$ cat src/rtl/ctrl_qmem_arb_if.sv
// qmem bus bundle: one master-to-slave link.
// The master drives request fields and the slave returns data, ack and err.
interface ctrl_qmem_arb_if #(
   parameter int QAW = 22,
   parameter int QDW = 32,
   parameter int QSW = QDW/8
);
   logic [QAW-1:0] adr;
   logic           cs;
   logic           we;
   logic [QSW-1:0] sel;
   logic [QDW-1:0] dat_w;
   logic [QDW-1:0] dat_r;
   logic           ack;
   logic           err;

   modport master (
      output adr, cs, we, sel, dat_w,
      input  dat_r, ack, err
   );

   modport slave (
      input  adr, cs, we, sel, dat_w,
      output dat_r, ack, err
   );
endinterface

$ cat src/rtl/ctrl_qmem_arb.sv
// Round-robin two-master qmem arbiter for the control register slave.
// Grants are held across slave wait states; stuck transfers time out with ack+err.
module ctrl_qmem_arb #(
   parameter int QAW = 22,
   parameter int QDW = 32,
   parameter int QSW = QDW/8,
   parameter int TMO = 1023
) (
   input  logic             clk,
   input  logic             rst_n,
   ctrl_qmem_arb_if.slave   m0,
   ctrl_qmem_arb_if.slave   m1,
   ctrl_qmem_arb_if.master  s
);

   localparam logic [9:0] TMO_C = 10'(TMO);

   logic       lock;
   logic       own;
   logic       last;
   logic [9:0] tmo_cnt;

   logic           gnt;
   logic           gnt_v;
   logic           g_cs;
   logic           act;
   logic           tmo_hit;
   logic           done;
   logic [QAW-1:0] adr_g;
   logic [QSW-1:0] sel_g;
   logic [QDW-1:0] dat_g;
   logic           we_g;

   always_comb begin
      gnt   = 1'b0;
      gnt_v = 1'b1;
      if (lock)
         gnt = own;
      else if (m0.cs && m1.cs)
         gnt = ~last;
      else if (m0.cs)
         gnt = 1'b0;
      else if (m1.cs)
         gnt = 1'b1;
      else
         gnt_v = 1'b0;
   end

   assign g_cs  = gnt ? m1.cs    : m0.cs;
   assign adr_g = gnt ? m1.adr   : m0.adr;
   assign sel_g = gnt ? m1.sel   : m0.sel;
   assign dat_g = gnt ? m1.dat_w : m0.dat_w;
   assign we_g  = gnt ? m1.we    : m0.we;

   assign act = gnt_v & g_cs;

   // A real ack in the expiry cycle wins over the forced termination.
   assign tmo_hit = lock & act & ~s.ack & (tmo_cnt == TMO_C);
   assign done    = act & (s.ack | tmo_hit);

   assign s.cs    = act & ~tmo_hit;
   assign s.adr   = act ? adr_g : '0;
   assign s.sel   = act ? sel_g : '0;
   assign s.we    = act & we_g;
   assign s.dat_w = dat_g;

   assign m0.ack   = done & ~gnt;
   assign m1.ack   = done & gnt;
   assign m0.err   = act & ~gnt & (s.err | tmo_hit);
   assign m1.err   = act & gnt & (s.err | tmo_hit);
   assign m0.dat_r = s.dat_r;
   assign m1.dat_r = s.dat_r;

   always_ff @(posedge clk or negedge rst_n) begin
      if (!rst_n) begin
         lock    <= 1'b0;
         own     <= 1'b0;
         last    <= 1'b1;
         tmo_cnt <= '0;
      end else if (!lock) begin
         if (act) begin
            if (s.ack) begin
               last <= gnt;
            end else begin
               lock    <= 1'b1;
               own     <= gnt;
               tmo_cnt <= '0;
            end
         end
      end else if (!g_cs) begin
         // Owner abandoned the transfer: release without touching fairness.
         lock    <= 1'b0;
         tmo_cnt <= '0;
      end else if (s.ack || tmo_hit) begin
         lock    <= 1'b0;
         last    <= own;
         tmo_cnt <= '0;
      end else begin
         tmo_cnt <= tmo_cnt + 10'd1;
      end
   end

endmodule

$ cat src/flat_wrapper.sv
// flat-port wrapper written by rule: the top's interface ports become plain ports
module ctrl_qmem_arb_flat 
#(
   parameter int QAW = 22,
   parameter int QDW = 32,
   parameter int QSW = QDW/8,
   parameter int TMO = 1023
)
  (clk, rst_n, m0_adr, m0_cs, m0_we, m0_sel, m0_dat_w, m0_dat_r, m0_ack, m0_err, m1_adr, m1_cs, m1_we, m1_sel, m1_dat_w, m1_dat_r, m1_ack, m1_err, s_adr, s_cs, s_we, s_sel, s_dat_w, s_dat_r, s_ack, s_err);
  ctrl_qmem_arb_if #(.QAW(QAW), .QDW(QDW), .QSW(QSW)) m0_i ();
  ctrl_qmem_arb_if #(.QAW(QAW), .QDW(QDW), .QSW(QSW)) m1_i ();
  ctrl_qmem_arb_if #(.QAW(QAW), .QDW(QDW), .QSW(QSW)) s_i ();
  input  logic clk;
  input  logic rst_n;
  input wire logic [$bits(m0_i.adr)-1:0] m0_adr;
  input wire logic [$bits(m0_i.cs)-1:0] m0_cs;
  input wire logic [$bits(m0_i.we)-1:0] m0_we;
  input wire logic [$bits(m0_i.sel)-1:0] m0_sel;
  input wire logic [$bits(m0_i.dat_w)-1:0] m0_dat_w;
  output wire logic [$bits(m0_i.dat_r)-1:0] m0_dat_r;
  output wire logic [$bits(m0_i.ack)-1:0] m0_ack;
  output wire logic [$bits(m0_i.err)-1:0] m0_err;
  input wire logic [$bits(m1_i.adr)-1:0] m1_adr;
  input wire logic [$bits(m1_i.cs)-1:0] m1_cs;
  input wire logic [$bits(m1_i.we)-1:0] m1_we;
  input wire logic [$bits(m1_i.sel)-1:0] m1_sel;
  input wire logic [$bits(m1_i.dat_w)-1:0] m1_dat_w;
  output wire logic [$bits(m1_i.dat_r)-1:0] m1_dat_r;
  output wire logic [$bits(m1_i.ack)-1:0] m1_ack;
  output wire logic [$bits(m1_i.err)-1:0] m1_err;
  output wire logic [$bits(s_i.adr)-1:0] s_adr;
  output wire logic [$bits(s_i.cs)-1:0] s_cs;
  output wire logic [$bits(s_i.we)-1:0] s_we;
  output wire logic [$bits(s_i.sel)-1:0] s_sel;
  output wire logic [$bits(s_i.dat_w)-1:0] s_dat_w;
  input wire logic [$bits(s_i.dat_r)-1:0] s_dat_r;
  input wire logic [$bits(s_i.ack)-1:0] s_ack;
  input wire logic [$bits(s_i.err)-1:0] s_err;
  assign m0_i.adr = m0_adr;
  assign m0_i.cs = m0_cs;
  assign m0_i.we = m0_we;
  assign m0_i.sel = m0_sel;
  assign m0_i.dat_w = m0_dat_w;
  assign m0_dat_r = m0_i.dat_r;
  assign m0_ack = m0_i.ack;
  assign m0_err = m0_i.err;
  assign m1_i.adr = m1_adr;
  assign m1_i.cs = m1_cs;
  assign m1_i.we = m1_we;
  assign m1_i.sel = m1_sel;
  assign m1_i.dat_w = m1_dat_w;
  assign m1_dat_r = m1_i.dat_r;
  assign m1_ack = m1_i.ack;
  assign m1_err = m1_i.err;
  assign s_adr = s_i.adr;
  assign s_cs = s_i.cs;
  assign s_we = s_i.we;
  assign s_sel = s_i.sel;
  assign s_dat_w = s_i.dat_w;
  assign s_i.dat_r = s_dat_r;
  assign s_i.ack = s_ack;
  assign s_i.err = s_err;
  ctrl_qmem_arb #(.QAW(QAW), .QDW(QDW), .QSW(QSW), .TMO(TMO)) u_core (.clk(clk), .rst_n(rst_n), .m0(m0_i), .m1(m1_i), .s(s_i));
endmodule
$ cat config.mk
export PLATFORM = sky130hd
export DESIGN_NAME = ctrl_qmem_arb_flat
export DESIGN_NICKNAME = d
export VERILOG_FILES = /design/src/rtl/ctrl_qmem_arb_if.sv /design/src/rtl/ctrl_qmem_arb.sv /design/src/flat_wrapper.sv
export SDC_FILE = /design/constraint.sdc
export NUM_CORES = 1
export LEC_CHECK = 0
export ABC_CLOCK_PERIOD_IN_PS = 3300
export BUFFER_PORTS_ARGS = -buffer_cell sky130_fd_sc_hd__clkbuf_2
export CAP_MARGIN = 10
export CORE_AREA = 2 2 111 113
export DETAILED_ROUTE_END_ITERATION = 10
export DIE_AREA = 0 0 113 115
export GPL_TIMING_DRIVEN = 0
export PLACE_DENSITY = 0.58
export SLEW_MARGIN = 40
export SYNTH_ARGS = -nofsm -noshare
export SYNTH_HDL_FRONTEND = slang
export SYNTH_SLANG_ARGS = --single-unit
$ cat constraint.sdc
create_clock -name clk -period 3.3 [get_ports clk]
set_clock_uncertainty 0.2 [all_clocks]
set_input_delay 0.66 -clock clk [delete_from_list [all_inputs] [get_ports clk]]
set_output_delay 0.66 -clock clk [all_outputs]
set_load 0.1 [all_outputs]
==> qor.csv, run 1 <==
metric,value,unit
status,"complete, but fails checks",
violations,DRC,
cp_max_fo,10,
tns,0,ns
critical-path-max-stage-delay,0.33,ns
routed_wl,9070,um
fin_crit,3.20,ns
synth-seq-area-share,16.5,%
final_common_cell,clkbuf_2,
cp_cell_sequence,clkbuf_2 -> a21bo_1 -> o21a_1 -> buf_6 -> nor2_4 -> buf_4 -> a22o_1 -> clkbuf_4,
route.detailed.drc,19,
top_usage_layer,met2,
maxSlewHeadroom,47.5,%
grt_max_degree,14,
fp.dieH,115,um
cts_tree,done,
cts-buffers-inserted,3,
gr-usage-met2,24.7,%
hold_buffers,0,
start_util,16.7,%
reg2reg_from,u_core.tmo_cnt[0],
nets,636,
fmax,0.313,GHz
crit_required,2.44,ns
tightestPinTransition,0.787,ns
grt_pass1_wl,12400,um
root_buffer,clkbuf_16,
r2r_slack,1.35,ns
yosysTopAreaCell,buf_4,
hold_viol,0,
ios,284,
yosys_register_bits,13,
grt_remaining_overflow,0,
clock-sinks,13,
whs,0.107,ns
postCtsSetupBuffers,0,
synth_area,0.00198,mm^2
r2r_cells,6,
htreeDepth,1,
rsz0062_at_grt,yes,
setup_viol,0,
coreArea,0.0118,mm^2
power_leakage,2.03,nW
endpoint,s_adr[8],
peakVddDrop,332,uV
syn2layout_area_growth,81.1,%
ant_nets,0,
fill_cells,1273,
synthArstFlopShare,100,%
ys.flop_type,dfrtp_1,
drv_cap,0,
clk_pin_slew,0.05,ns
r2r_end,u_core.tmo_cnt[7],
met3_usage,1.69,%
hold_class,in -> async,
synth_top_area_share,25.1,%
grt_pass1_vias,2395,
grt_usage,12.1,%
die_w,113,um
synthCells,223,
grt_use_met1,13.4,%
synth_edf_count,0,
clk_path_buf_depth,2,
ys_types,45,
ys.warnings.count,0,
worstSkewPairLatency,0.24,ns
diodes,0,
drive_above_1_share,77.6,%
dieArea,0.0130,mm^2
ys_top_cells_by_area,"buf_4 (25%), mux2_2 (18%), dfrtp_1 (15%)",
antenna_found_initial,0,
syn_nets,380,
first_pass_iters,10,
stdcell_count,625,
start_kind,primary input,
detail_route.wl_per_cell,14.5,um
viasPerCell,4.18,
p_per_area,613,mW/mm^2
slew_violations,0,
crit_path_end_kind,output pin,
post-dp-hpwl,8070,um
final.period_utilization,96.9,%
crit_slowest_cell,clkbuf_4,
syn_avg_cell_area,8.87,um^2
drtIter0Drc,135,
worst-setup-path-type,in -> out,
cp.arrival,2.34,ns
mostFrequentLayoutCells,"clkbuf_2 (229), buf_4 (70), mux2_2 (32), a22o_1 (29), clkbuf_4 (18)",
dpl.cell_count,621,
route.vias.total,2613,
port-buffer-count,251,
row_count,40,
routabilityCongestion,0.764,
startpoint,m1_cs,
-- power breakdown --
group	internal (mW)	leakage, nW	switching, mW	total [mW]
Clock	0.161	0.0409	0.0686	0.230
Combinational	0.371	1.82	1.41	1.78
Sequential	0.171	0.174	0.00901	0.180
-- cells in the mapped netlist (3+ instances only) --
library cell / n
buf_2: 6
a22o_1: 29
dfrtp_1: 12
buf_6: 3
o31ai_1: 3
nor3_1: 3
nand2_1: 9
inv_1: 5
buf_4: 66
a31oi_1: 3
nor2_1: 4
mux2_2: 32
mux2i_1: 3
nand3_1: 5
o21a_1: 4
-- cell type report --
class	count	area (um^2)	share of cell area, %
buffer	76	564	15.8
clock buffer	3	75.1	2.10
clock inverter	1	5.00	0.140
inverter	5	18.8	0.524
multi-input combinational	129	1090	30.4
sequential	13	327	9.12
tap	147	184	5.14
timing repair buffer	251	1320	36.8
-- what timing repair did --
action                     CTS  global route
gates resized for setup     23            11
gates cloned                 0             0
setup endpoints to repair   22             7
-- critical path, delay by kind of cell --
family / cells / cell delay [ns]
simple gates: 1 / 0.26
buf+inv: 4 / 0.83
compound gates: 3 / 0.56
-- sequential cells by signal, summed over array words and instances, names as in the netlist --
signal / count
u_core.tmo_cnt: 10
u_core.last: 1
u_core.lock: 1
u_core.own: 1
-- cells by family after synthesis --
family | Yosys count | share of synthesized area, %
buffers and inverters | 81 | 29.4
AO/OA/AOI/OAI | 54 | 22.3
AND/OR/NAND/NOR | 37 | 10.5
multiplexers | 35 | 19.7
flip-flops | 13 | 16.5
XOR/XNOR | 2 | 0.886
adder cells (fa/ha/maj) | 1 | 0.633
-- per-layer routing --
| metal | routed length (um) | part of all wire (%) |
|---|---|---|
| met3 | 820 | 9.0 |
| met5 | 0 | 0 |
| met4 | 49 | 0.54 |
| met1 | 3180 | 35 |
| met2 | 5010 | 55 |
-- stage by stage --
stage | cell area, um^2 | worst slack (ns) | total power [mW] | utilization (%)
floorplan | 1990 | -0.209 | 1.67 | -
global placement | 3430 | -0.179 | 1.94 | 29.0
detailed placement | 3430 | -0.224 | 1.95 | 29.0
CTS | 3570 | 0.00243 | 2.20 | 30.2
global route | 3580 | 0.00272 | 2.27 | 30.3
finish | 3580 | 0.101 | 2.19 | 30.3
-- worst min-delay path by stage --
stage                      startpoint                end  slack (ns)  cells past startpoint
final                           rst_n  u_core.tmo_cnt[2]        0.11                      1
after global routing            rst_n  u_core.tmo_cnt[2]        0.13                      1
after CTS                       rst_n  u_core.tmo_cnt[0]        0.12                      1
after detailed placement  u_core.last        u_core.last        0.27                      2
after global placement    u_core.last        u_core.last        0.27                      2
after floorplan                 rst_n        u_core.lock        0.16                      0
No activity file was read; power rests on OpenSTA's default activity.
==> run 2, diff against run 1 <==
BUFFER_PORTS_ARGS = -buffer_cell sky130_fd_sc_hd__buf_4   (was -buffer_cell sky130_fd_sc_hd__clkbuf_2)
CORE_AREA = 2 2 109 111   (was 2 2 111 113)
CTS_BUF_LIST = sky130_fd_sc_hd__clkbuf_2   (was default)
DIE_AREA = 0 0 111 113   (was 0 0 113 115)
PLACE_DENSITY = 0.6   (was 0.58)
==> run 2 against run 1 <==
Against the previous run:
- via count decreased by 0.57%
- the run now ends clean
- utilization increased by 6.4 points
- total power decreased by 0.38%
- final cell count shrank 0.16%
- largest cell class unchanged
==> qor.csv, run 2 (synthesis results as in run 1) <==
metric,value,unit
status,completed,
grt_max_degree,14,
routed_wl,9140,um
power_leakage,2.19,nW
hold_viol,0,
mostFrequentLayoutCells,"buf_4 (316), mux2_2 (32), a22o_1 (29), dfrtp_1 (12), nand2_1 (9)",
peakVddDrop,323,uV
routabilityCongestion,0.830,
clock-sinks,13,
cts_tree,done,
power_frac_comb,87.5,%
viasPerCell,4.16,
seq_power_share,8.2,%
rsz0062_at_grt,yes,
p_per_area,529,mW/mm^2
ios,284,
start_kind,register,
post-dp-hpwl,7920,um
largest_register_ffs,10,
slew_violations,0,
fin_crit,3.18,ns
seq_area,327,um^2
route.detailed.drc,0,
regMostFlops,u_core.tmo_cnt,
maxSlewHeadroom,49.0,%
nets,639,
port-buffer-count,251,
final.period_utilization,96.5,%
worstSkewPairLatency,0.30,ns
first_pass_iters,4,
syn2layout_area_growth,109,%
netSwitchingPower,1.49,mW
ant_nets,0,
grt_pass1_wl,13600,um
clk_path_buf_depth,2,
multiInputGateArea,0.00109,mm^2
diodes,0,
fp.dieH,113,um
htreeDepth,1,
detail_route.wl_per_cell,14.6,um
setup_viol,0,
die_w,111,um
final_common_cell,buf_4,
fmax,0.314,GHz
hold_class,reg -> reg,
root_buffer,clkbuf_2,
cp_max_fo,10,
drv_cap,0,
coreArea,0.0113,mm^2
fill_cells,1137,
drive_above_1_share,77.8,%
route.vias.total,2598,
drtIter0Drc,81,
grt_usage,13.3,%
dieArea,0.0125,mm^2
dpl-instance-area,0.00405,mm^2
tightestPinTransition,0.764,ns
grt_pass1_vias,2641,
crit_path_end_kind,output pin,
fin_area,0.00413,mm^2
clk_pin_slew,0.14,ns
cell_internal_pwr,0.697,mW
worst-setup-path-type,reg -> out,
netSwitchingFraction,68.1,%
antenna_found_initial,0,
p_clk_share,4.2,%
power.total,2.19,mW
row_count,39,
grt_remaining_overflow,0,
start_util,17.5,%
cts-buffers-inserted,3,
crit_required,2.44,ns
cp.arrival,2.32,ns
[run 2: cell types whose count changed in the layout (fill, tap and decap cells not counted), sizes merged]
cell         delta
buf           +249
clkbuf        -246
clkinv          -1
dlygate4sd3     +1
[run 2: routing by layer]
metal / global-route usage, % / wire [um] / share of wire (%) / up-vias
met1: 14.5 / 3280 / 36 / 1149
li1: - / - / - / 1270
met4: 2.83 / 94 / 1.0 / 0
met3: 2.52 / 845 / 9.2 / 7
met2: 26.5 / 4920 / 54 / 172
met5: 0 / 0 / 0 / -
[run 2: what timing repair did]
item	CTS	global route
endpoints found under the setup margin	4	12
pin swaps	0	1
resized for setup	2	7
hold buffers	1	0
hold endpoints to repair	12	0
setup buffers	0	3
[run 2: final timing paths]
kind	from	end	slack (ns)	cells past startpoint
worst max-delay path	u_core.tmo_cnt[0]	m0_err	0.12	7
max in group asynchronous	rst_n	u_core.last	2.14	2
worst min-delay path	u_core.last	u_core.last	0.30	2
worst max register to register	u_core.tmo_cnt[0]	u_core.tmo_cnt[7]	1.37	6
min in group asynchronous	rst_n	u_core.tmo_cnt[6]	0.52	2
worst min register to register	u_core.last	u_core.last	0.30	2
[run 2: power groups by stage]
| stage | Sequential, mW | Combinational (mW) | Clock, mW |
|---|---|---|---|
| after floorplan | 0.180 | 1.49 | 0 |
| after global placement | 0.182 | 1.91 | 0 |
| after detailed placement | 0.184 | 1.91 | 0 |
| after CTS | 0.180 | 1.92 | 0.0920 |
| after global routing | 0.181 | 1.97 | 0.0999 |
| final | 0.180 | 1.91 | 0.0924 |
[run 2: stage by stage]
step                util [%]  std cells  setup TNS [ns]  setup WS (ns)  hold slack, ns
finish                  36.7        624               0          0.116           0.296
global route            36.7        624         -0.0162        -0.0157           0.332
CTS                     36.3        622               0         0.0273           0.303
detailed placement      35.9        617               0         0.0326           0.284
global placement        35.9        617               0         0.0390           0.270
floorplan                  -        223          -0.209         -0.209           0.164
[run 2: final cells by class]
| cell class | count | share of cell area, % |
|---|---|---|
| Timing Repair Buffer | 255 | 46.9 |
| Multi-Input combinational cell | 129 | 26.4 |
| Buffer | 75 | 13.5 |
| Sequential cell | 13 | 7.90 |
| Tap cell | 143 | 4.33 |
| Clock buffer | 4 | 0.484 |
| Inverter | 5 | 0.454 |
[run 2: worst max-delay path, cell delays in order (launching register included)]
cell and delay [ns]:
dfrtp_1 0.42, ha_1 0.23, and4_2 0.29, nand3_1 0.15, buf_2 0.23, nor3_4 0.32
o21a_1 0.19, buf_8 0.20
